`src/rtl/seq_restoring_divider_pkg.sv`:
```
// Shared arithmetic package: control-state encodings and counter sizing helper,
// common to the sequential divider and the shift-add multiplier control units.
package seq_arith_pkg;

  typedef enum logic [1:0] {
    StIdle  = 2'd0,
    StShift = 2'd1,
    StSub   = 2'd2
  } arith_state_e;

  // Width of a down-counter that must hold the value `width` itself.
  function automatic int unsigned cnt_width(input int unsigned width);
    return $clog2(width + 1);
  endfunction

endpackage

```
`src/rtl/seq_restoring_divider_if.sv`:
```
// Request/result bundle of the sequential divider.
interface seq_restoring_divider_if #(
  parameter int unsigned WIDTH = 5
) ();

  logic             start;
  logic [WIDTH-1:0] dividend;
  logic [WIDTH-1:0] divisor;
  logic             ready;
  logic             done;
  logic [WIDTH-1:0] quotient;
  logic [WIDTH-1:0] remainder;
  logic             div_by_zero;

  modport master (
    output start, dividend, divisor,
    input  ready, done, quotient, remainder, div_by_zero
  );

  modport slave (
    input  start, dividend, divisor,
    output ready, done, quotient, remainder, div_by_zero
  );

endinterface

```
`src/rtl/seq_restoring_divider_control_unit.sv`:
```
// Control FSM of the restoring divider: sequences load, shift and subtract steps
// and produces the ready/done handshake.
module divider_control_unit
  import seq_arith_pkg::*;
(
  input  logic clk,
  input  logic reset_n,
  input  logic start,
  input  logic div0,
  input  logic zero,
  input  logic ge,
  output logic ready,
  output logic load_reg,
  output logic shift_reg,
  output logic sub_reg,
  output logic dec_p,
  output logic done
);

  arith_state_e r_state;
  logic         r_ready;
  logic         r_done;
  logic         r_shift;
  logic         r_sub;

  // State and registered step strobes; strobes reflect the state being entered.
  always_ff @(posedge clk or negedge reset_n) begin
    if (!reset_n) begin
      r_state <= StIdle;
      r_ready <= 1'b1;
      r_done  <= 1'b0;
      r_shift <= 1'b0;
      r_sub   <= 1'b0;
    end else begin
      r_done <= 1'b0;
      unique case (r_state)
        StIdle: begin
          if (start) begin
            if (div0) begin
              // Result is forced in the datapath; only the done pulse is needed.
              r_done <= 1'b1;
            end else begin
              r_state <= StShift;
              r_ready <= 1'b0;
              r_shift <= 1'b1;
            end
          end
        end
        StShift: begin
          r_state <= StSub;
          r_shift <= 1'b0;
          r_sub   <= 1'b1;
        end
        StSub: begin
          r_sub <= 1'b0;
          if (zero) begin
            r_state <= StIdle;
            r_ready <= 1'b1;
            r_done  <= 1'b1;
          end else begin
            r_state <= StShift;
            r_shift <= 1'b1;
          end
        end
        default: begin
          r_state <= StIdle;
          r_ready <= 1'b1;
          r_shift <= 1'b0;
          r_sub   <= 1'b0;
        end
      endcase
    end
  end

  assign ready     = r_ready;
  assign done      = r_done;
  assign load_reg  = r_ready & start;
  assign shift_reg = r_shift;
  assign dec_p     = r_shift;
  // The shift already cleared Q[0], so a SUB step only acts when A >= B.
  assign sub_reg   = r_sub & ge;

endmodule

```
`src/rtl/seq_restoring_divider.sv`:
```
// Sequential unsigned restoring divider: one quotient bit per shift/subtract pair.
// Holds the A/Q/B/P datapath; sequencing comes from divider_control_unit.
module seq_restoring_divider
  import seq_arith_pkg::*;
#(
  parameter int unsigned WIDTH = 5
) (
  input  logic                    clk,
  input  logic                    reset_n,
  seq_restoring_divider_if.slave  bus
);

  localparam int unsigned PW = cnt_width(WIDTH);

  logic [WIDTH:0]   r_a;
  logic [WIDTH-1:0] r_q;
  logic [WIDTH:0]   r_b;
  logic [PW-1:0]    r_p;
  logic [WIDTH-1:0] r_hold_q;
  logic [WIDTH-1:0] r_hold_r;
  logic             r_dbz;

  logic             w_div0;
  logic             w_zero;
  logic             w_ge;
  logic [WIDTH:0]   w_diff;
  logic             w_ready;
  logic             w_load;
  logic             w_shift;
  logic             w_sub;
  logic             w_dec_p;
  logic             w_done;

  assign w_div0 = (bus.divisor == '0);
  assign w_zero = (r_p == '0);
  assign w_ge   = (r_a >= r_b);
  assign w_diff = r_a - r_b;

  divider_control_unit u_ctrl (
    .clk      (clk),
    .reset_n  (reset_n),
    .start    (bus.start),
    .div0     (w_div0),
    .zero     (w_zero),
    .ge       (w_ge),
    .ready    (w_ready),
    .load_reg (w_load),
    .shift_reg(w_shift),
    .sub_reg  (w_sub),
    .dec_p    (w_dec_p),
    .done     (w_done)
  );

  // Datapath: operand load, {A,Q} shift, conditional subtract, bit counter.
  always_ff @(posedge clk or negedge reset_n) begin
    if (!reset_n) begin
      r_a      <= '0;
      r_q      <= '0;
      r_b      <= '0;
      r_p      <= '0;
      r_hold_q <= '0;
      r_hold_r <= '0;
      r_dbz    <= 1'b0;
    end else if (w_load) begin
      // Snapshot the current result so the outputs stay put while busy.
      r_hold_q <= r_q;
      r_hold_r <= r_a[WIDTH-1:0];
      if (w_div0) begin
        r_a   <= {1'b0, bus.dividend};
        r_q   <= '1;
        r_dbz <= 1'b1;
      end else begin
        r_a   <= '0;
        r_q   <= bus.dividend;
        r_b   <= {1'b0, bus.divisor};
        r_p   <= PW'(WIDTH);
        r_dbz <= 1'b0;
      end
    end else begin
      if (w_shift) begin
        {r_a, r_q} <= {r_a[WIDTH-1:0], r_q, 1'b0};
      end else if (w_sub) begin
        r_a    <= w_diff;
        r_q[0] <= 1'b1;
      end
      if (w_dec_p) begin
        r_p <= r_p - PW'(1);
      end
    end
  end

  assign bus.ready       = w_ready;
  assign bus.done        = w_done;
  assign bus.div_by_zero = r_dbz;
  // Live registers are the result only in IDLE; otherwise show the snapshot.
  assign bus.quotient    = w_ready ? r_q : r_hold_q;
  assign bus.remainder   = w_ready ? r_a[WIDTH-1:0] : r_hold_r;

endmodule

```
`src/flat_wrapper.sv`:
```
// flat-port wrapper written by rule: the top's interface ports become plain ports
module seq_restoring_divider_flat import seq_arith_pkg::*;
#(
  parameter int unsigned WIDTH = 5
)
  (clk, reset_n, bus_start, bus_dividend, bus_divisor, bus_ready, bus_done, bus_quotient, bus_remainder, bus_div_by_zero);
  seq_restoring_divider_if #(.WIDTH(WIDTH)) bus_i ();
  input  logic clk;
  input  logic reset_n;
  input wire logic [$bits(bus_i.start)-1:0] bus_start;
  input wire logic [$bits(bus_i.dividend)-1:0] bus_dividend;
  input wire logic [$bits(bus_i.divisor)-1:0] bus_divisor;
  output wire logic [$bits(bus_i.ready)-1:0] bus_ready;
  output wire logic [$bits(bus_i.done)-1:0] bus_done;
  output wire logic [$bits(bus_i.quotient)-1:0] bus_quotient;
  output wire logic [$bits(bus_i.remainder)-1:0] bus_remainder;
  output wire logic [$bits(bus_i.div_by_zero)-1:0] bus_div_by_zero;
  assign bus_i.start = bus_start;
  assign bus_i.dividend = bus_dividend;
  assign bus_i.divisor = bus_divisor;
  assign bus_ready = bus_i.ready;
  assign bus_done = bus_i.done;
  assign bus_quotient = bus_i.quotient;
  assign bus_remainder = bus_i.remainder;
  assign bus_div_by_zero = bus_i.div_by_zero;
  seq_restoring_divider #(.WIDTH(WIDTH)) u_core (.clk(clk), .reset_n(reset_n), .bus(bus_i));
endmodule
```
`config.mk`:
```
export PLATFORM = sky130hd
export DESIGN_NAME = seq_restoring_divider_flat
export DESIGN_NICKNAME = d
export VERILOG_FILES = /design/src/rtl/seq_restoring_divider_pkg.sv /design/src/rtl/seq_restoring_divider_if.sv /design/src/rtl/seq_restoring_divider_control_unit.sv /design/src/rtl/seq_restoring_divider.sv /design/src/flat_wrapper.sv
export SDC_FILE = /design/constraint.sdc
export NUM_CORES = 1
export LEC_CHECK = 0
export BUFFER_PORTS_ARGS = -buffer_cell sky130_fd_sc_hd__buf_2
export CAP_MARGIN = 10
export CORE_MARGIN = 1
export CORE_UTILIZATION = 51
export DETAILED_ROUTE_END_ITERATION = 7
export PLACE_DENSITY_LB_ADDON = 0.3
export SLEW_MARGIN = 20
export SYNTH_ARGS = -nofsm -noshare
export SYNTH_HDL_FRONTEND = slang
export SYNTH_SLANG_ARGS = --single-unit
```
`constraint.sdc`:
```
create_clock -name clk -period 1.9 [get_ports clk]
set_input_delay 0.38 -clock clk [delete_from_list [all_inputs] [get_ports clk]]
set_output_delay 0.38 -clock clk [all_outputs]
set_load 0.01 [all_outputs]
```
==> results of run 1 <==
[layout make-up]
cell class / count / share of cell area
inverters: 12 / 0.0173
clock inverters: 1 / 0.0115
flip-flops and latches: 36 / 0.346
clock buffers: 7 / 0.0370
repair buffers: 55 / 0.165
well taps: 48 / 0.0231
multi-input cells: 148 / 0.400
[metal layers]
metal | up-vias | track usage | routed length, um
met5 | - | 0 | 0
met2 | 33 | 0.410 | 2280
met3 | 7 | 0.0554 | 158
li1 | 815 | - | -
met1 | 826 | 0.355 | 2170
met4 | 0 | 0.105 | 65
[Yosys cell counts (3+ instances only)]
master   instances  area share
o21ai_1          5       0.013
a22o_1           3       0.013
buf_2            5       0.013
a21o_1           3       0.011
dfrtp_1         35        0.45
nor3_1           8       0.020
mux2_2          10       0.057
nand2_1         43       0.082
ha_1             7       0.045
a21oi_1         14       0.036
mux2i_1          5       0.026
buf_1            3      0.0057
a22oi_1          3       0.011
inv_1           12       0.023
a211o_1          3       0.013
nor2_1          15       0.029
[through the flow]
| stage | hold slack [ns] | TNS, ns |
|---|---|---|
| final | 0.0409 | -0.666 |
| after detailed placement | 0.358 | -0.456 |
| after global placement | 0.357 | -0.223 |
| after floorplan | 0.0844 | -0.0405 |
| after CTS | 0.0419 | -0.314 |
| after global routing | 0.0569 | -1.08 |
[repair_timing]
action,4_1_cts,5_1_grt
gates resized for setup,9,27
setup endpoints to repair,15,18
buffers inserted,14,2
pin swaps,2,1
endpoints found under the hold margin,0,0
[worst reg2reg max path, cell delays in order, from the launching register on]
cell and delay (ns):
dfrtp_1 0.40, inv_2 0.10, ha_4 0.14, inv_2 0.03
fa_2 0.35, a211o_1 0.28, o211ai_2 0.10, a31oi_4 0.18
buf_6 0.18, nand2_2 0.06, o221ai_2 0.08
[cell families after synthesis]
| family | count (synthesis) | share of synthesized area |
|---|---|---|
| simple gates | 78 | 0.176 |
| compound gates | 44 | 0.162 |
| flops | 36 | 0.460 |
| buf+inv | 22 | 0.0492 |
| mux | 16 | 0.0888 |
| fa+ha+maj | 8 | 0.0549 |
| xor+xnor | 2 | 0.00894 |
[path summary, 6_finish.rpt]
path                                           start                              end  slack (ns)  cells after the start
max in group asynchronous                    reset_n  u_core.u_ctrl.ready$_DFFE_PN1P_        1.61                      2
min reg2reg                u_core.r_b[1]$_DFFE_PN0P_        u_core.r_b[1]$_DFFE_PN0P_        0.48                      2
min in group clk                      bus_divisor[0]        u_core.r_b[0]$_DFFE_PN0P_        0.30                      3
max                        u_core.r_a[0]$_DFFE_PN0P_        u_core.r_a[3]$_DFFE_PN0P_       -0.12                     10
min                                          reset_n        u_core.r_q[0]$_DFFE_PN0P_        0.04                      2
max reg2reg                u_core.r_a[0]$_DFFE_PN0P_        u_core.r_a[3]$_DFFE_PN0P_       -0.12                     10
[sequential cells by signal, indices dropped and copies added (netlist names), 2 cells and up]
name	count
u_core.r_a	6
u_core.r_b	5
u_core.r_hold_q	5
u_core.r_hold_r	5
u_core.r_p	3
u_core.r_q	5
u_core.u_ctrl.r_state	2
[power by group through the flow]
stage                     logic (uW)  registers [uW]  clock network [uW]
after floorplan                 1740            1370                   0
after global placement          2290            1410                   0
after detailed placement        2330            1420                   0
after CTS                       2670            1420                 748
after global routing            3360            1480                 783
final                           3070            1430                 743
==> flow_summary.yaml, run 1 <==
cts:
  cts_tree: "yes"
  clk_path_buf_depth: 2
  clock-sinks: 36
  hold_buffers: 0
  clk_latency_ns: 0.29
  cts_buffers: 5
  path_clk_slew_ns: 0.07
  cts-root-buf: "clkbuf_8"
  ctsHtreeMaxLevel: 2
pwr:
  p_comb_frac: 0.585
  p_seq_frac: 0.273
  ir_drop_mv: 0.943
  p_leak_uw: 0.00130
  clkPwrFrac: 0.142
  p_switching_uw: 2030
  p_int_uw: 3220
  sw_frac_of_total: 0.387
  power_uw: 5240
  powerDensity_mw_per_mm2: 2010
cells_and_area:
  layout_common_cells: "42 x nand2_1, 35 x dfrtp_1, 22 x buf_4"
  layoutNonFillerInstCount: 307
  mostFrequentLayoutCell: "nand2_1"
  postLayoutCellArea_sq_mm: 0.00261
  drive_above_1_share: 0.359
  fill_cells: 293
  layout.nets: 279
  multiInputGateArea_sq_mm: 0.00104
  antenna_cells: 0
  post-route-util: 0.712
  areaGrowthSynthToFinish_pct: 33.0
  layout.area.seq_sq_um: 902
timing:
  relSlewSlack: 0.739
  rsz0062_at_grt: "true"
  finalCritPeriodShare: 1.06
  clock_skew_ns: 0.00409
  hold_viol: 0
  fin_crit_ns: 2.02
  tightest_slew_ns: 0.390
  max_freq_mhz: 495
  setup_viol: 7
  final-max-slew-violation-count: 0
  setup_ws_ns: -0.121
place:
  pre_cts_slack_ns: -0.126
  post-dp-hpwl_um: 2930
  dp_cells: 284
  portBuffers: 25
  dpl-instance-area_sq_mm: 0.00222
  gp_congestion: 0.894
run_status:
  violations: "negative setup slack"
  status: "finished with violations"
setup_path:
  crit_required_ns: 2.07
  critical_path.top_delay_family: "compound AO/OA/AOI/OAI gates"
  path_cells: "inv_2, ha_4, inv_2, fa_2, a211o_1, o211ai_2, a31oi_4, buf_6, nand2_2, o221ai_2"
  worst_path_most_repeated_cell: "inv_2"
  critical_path_buf_inv_count: 3
  end_kind: "register"
  critPathMaxStageDelay_ns: 0.40
  crit_type: "reg -> reg"
  worst-path-max-fanout: 6
  crit_path_start_kind: "register"
  arrival_ns: 2.19
  slowest_stage: "dfrtp_1"
synthesis:
  yosysWarnings: 0
  synth_area_sq_mm: 0.00196
  syn_avg_cell_area_sq_um: 9.51
  ys.flop_type: "dfrtp_1"
  synth-async-reset-ratio: 1.00
  synth_edf_count: 0
  yosysSeqAreaShare: 0.460
  synth_cell_type_count: 43
  syn_inst: 206
  syn-num-nets: 227
  synth-seq-cells: 36
die:
  die_x_um: 64.0
  rows: 22
  die_y_um: 64.0
  ios: 26
  die_area_sq_mm: 0.00409
  core-area_sq_mm: 0.00366
  start_util: 0.535
grt:
  grt_pass1_vias: 1687
  antenna_found_initial: 0
  grt_pass1_wl_um: 8110
  gr-total-overflow: 0
  gr-usage-all-layers: 0.263
  grt_max_degree: 37
drt:
  wl_um: 4680
  drt_iter0_drc: 89
  drc: 0
  vias: 1681
  firstDrtPassIters: 4
  vias_per_cell: 5.48
  routedWlPerCell_um: 15.2
  ant_nets: 0
hold_path:
  hold_path.class: "in -> async"
flow_run:
  drv_cap: 0
No activity file was read; power rests on OpenSTA's default activity.
==> run 2: changes to the inputs <==
--- a/config.mk
+++ b/config.mk
@@ -7,8 +7,9 @@
 export LEC_CHECK = 0
 export BUFFER_PORTS_ARGS = -buffer_cell sky130_fd_sc_hd__buf_2
 export CAP_MARGIN = 10
+export CORE_ASPECT_RATIO = 1.75
 export CORE_MARGIN = 1
-export CORE_UTILIZATION = 51
+export CORE_UTILIZATION = 50
 export DETAILED_ROUTE_END_ITERATION = 7
 export PLACE_DENSITY_LB_ADDON = 0.3
 export SLEW_MARGIN = 20
==> flow_summary.yaml, run 2 (same netlist as run 1, synthesis figures left out) <==
cells_and_area:
  mostFrequentLayoutCell: "nand2_1"
  postLayoutCellArea_sq_mm: 0.00241
  layoutNonFillerInstCount: 294
  top_register: "u_core.r_a"
  antenna_cells: 0
  largest_reg_flops: 6
  drive_above_1_share: 0.331
  layout.nets: 268
  areaGrowthSynthToFinish_pct: 23.1
  layout_common_cells: "43 x nand2_1, 35 x dfrtp_1, 25 x buf_2"
run_status:
  status: "finished with violations"
  violations: "negative setup slack"
die:
  core-area_sq_mm: 0.00370
  ios: 26
  start_util: 0.529
  die_x_um: 49.3
  rows: 29
  die_area_sq_mm: 0.00418
  die_y_um: 84.8
drt:
  routedWlPerCell_um: 15.2
  drt_iter0_drc: 42
  ant_nets: 0
  firstDrtPassIters: 4
  drc: 0
  vias_per_cell: 5.52
  vias: 1622
  wl_um: 4480
grt:
  antenna_found_initial: 0
  gr-usage-all-layers: 0.232
  grt_pass1_vias: 1587
  gr-total-overflow: 0
  grt_max_degree: 37
  grt_pass1_wl_um: 7190
cts:
  cts-root-buf: "clkbuf_8"
  clock-sinks: 36
  cts_tree: "yes"
  cts_buffers: 5
  clk_path_buf_depth: 2
  hold_buffers: 0
  path_clk_slew_ns: 0.07
  clk_latency_ns: 0.30
  ctsHtreeMaxLevel: 2
pwr:
  powerDensity_mw_per_mm2: 1970
  p_leak_uw: 0.00119
  ir_drop_mv: 1.12
timing:
  setup_ws_ns: -0.0790
  hold_viol: 0
  final-max-slew-violation-count: 0
  tightest_slew_ns: 0.467
  setup_viol: 7
  relSlewSlack: 0.689
  fin_crit_ns: 1.98
  max_freq_mhz: 505
  finalCritPeriodShare: 1.04
  clock_skew_ns: 0.00792
  rsz0062_at_grt: "true"
place:
  portBuffers: 25
  dpl-instance-area_sq_mm: 0.00223
  dp_cells: 285
  post-dp-hpwl_um: 3230
  gp_congestion: 0.848
hold_path:
  hold_path.class: "in -> async"
setup_path:
  arrival_ns: 2.16
  worst-path-max-fanout: 5
  crit_required_ns: 2.08
  crit_path_start_kind: "register"
  rrSetupSlack_ns: -0.08
  crit_type: "reg -> reg"
  timing.rr.start: "u_core.r_a[0]$_DFFE_PN0P_"
  timing.rr.end: "u_core.r_a[4]$_DFFE_PN0P_"
  end_kind: "register"
  worst-r2r-cell-count: 8
flow_run:
  drv_cap: 0
==> run 2: stage by stage <==
stage                     hold WS (ns)  utilization  worst slack [ns]  total power, uW  TNS (ns)
after floorplan                 0.0844            -           -0.0405             3110   -0.0405
after global placement           0.447        0.602           -0.0605             3740   -0.0903
after detailed placement         0.448        0.602           -0.0898             3820    -0.228
after CTS                        0.133        0.643           -0.0837             4660    -0.396
after global routing             0.155        0.652            -0.170             5100     -1.09
final                            0.121        0.652           -0.0790             4760    -0.380
==> run 2: per-layer routing <==
metal  share of wire  vias up  global-route usage  wire (um)
li1                -      788                   -          -
met1            0.42      797               0.258       1860
met2            0.53       26               0.407       2390
met3           0.026       11              0.0448        117
met4           0.025        0               0.123        114
met5               0        -                   0          0
==> run 2: what timing repair did <==
item	4_1_cts	5_1_grt
setup endpoints to repair	8	8
setup buffers	1	0
pin swaps	7	4
resized for setup	9	9
==> run 2: worst max path at each step <==
stage                                           end  cells past startpoint                 startpoint  slack (ns)
after floorplan           u_core.r_a[4]$_DFFE_PN0P_                      9  u_core.r_a[0]$_DFFE_PN0P_       -0.04
after global placement    u_core.r_a[4]$_DFFE_PN0P_                      9  u_core.r_a[0]$_DFFE_PN0P_       -0.06
after detailed placement  u_core.r_a[4]$_DFFE_PN0P_                      9  u_core.r_a[0]$_DFFE_PN0P_       -0.09
after CTS                 u_core.r_a[4]$_DFFE_PN0P_                      9  u_core.r_a[0]$_DFFE_PN0P_       -0.08
after global routing      u_core.r_a[4]$_DFFE_PN0P_                     10  u_core.r_a[0]$_DFFE_PN0P_       -0.17
final                     u_core.r_a[4]$_DFFE_PN0P_                      8  u_core.r_a[0]$_DFFE_PN0P_       -0.08
==> run 2: worst max-delay path, cell delays in order (launching register included) <==
cell,delay [ns]
dfrtp_1,0.39
inv_2,0.08
ha_4,0.13
inv_2,0.03
fa_2,0.34
a211o_1,0.31
o211ai_2,0.10
a31oi_4,0.16
mux2_4,0.32
==> run 2: area by class of cell <==
class	count	area (sq um)
flip-flops and latches	36	902
inverters	12	45.0
fillers	342	1290
clock buffers	5	68.8
repair buffers	44	283
well taps	46	57.6
clock inverters	3	42.5
multi-input cells	148	1010
==> run 2: power breakdown <==
group	leakage, uW	internal, uW	switching, uW
Sequential	0.000440	1140	278
Combinational	0.000699	1310	1350
Clock	0.0000541	388	291
Total	0.00119	2840	1920
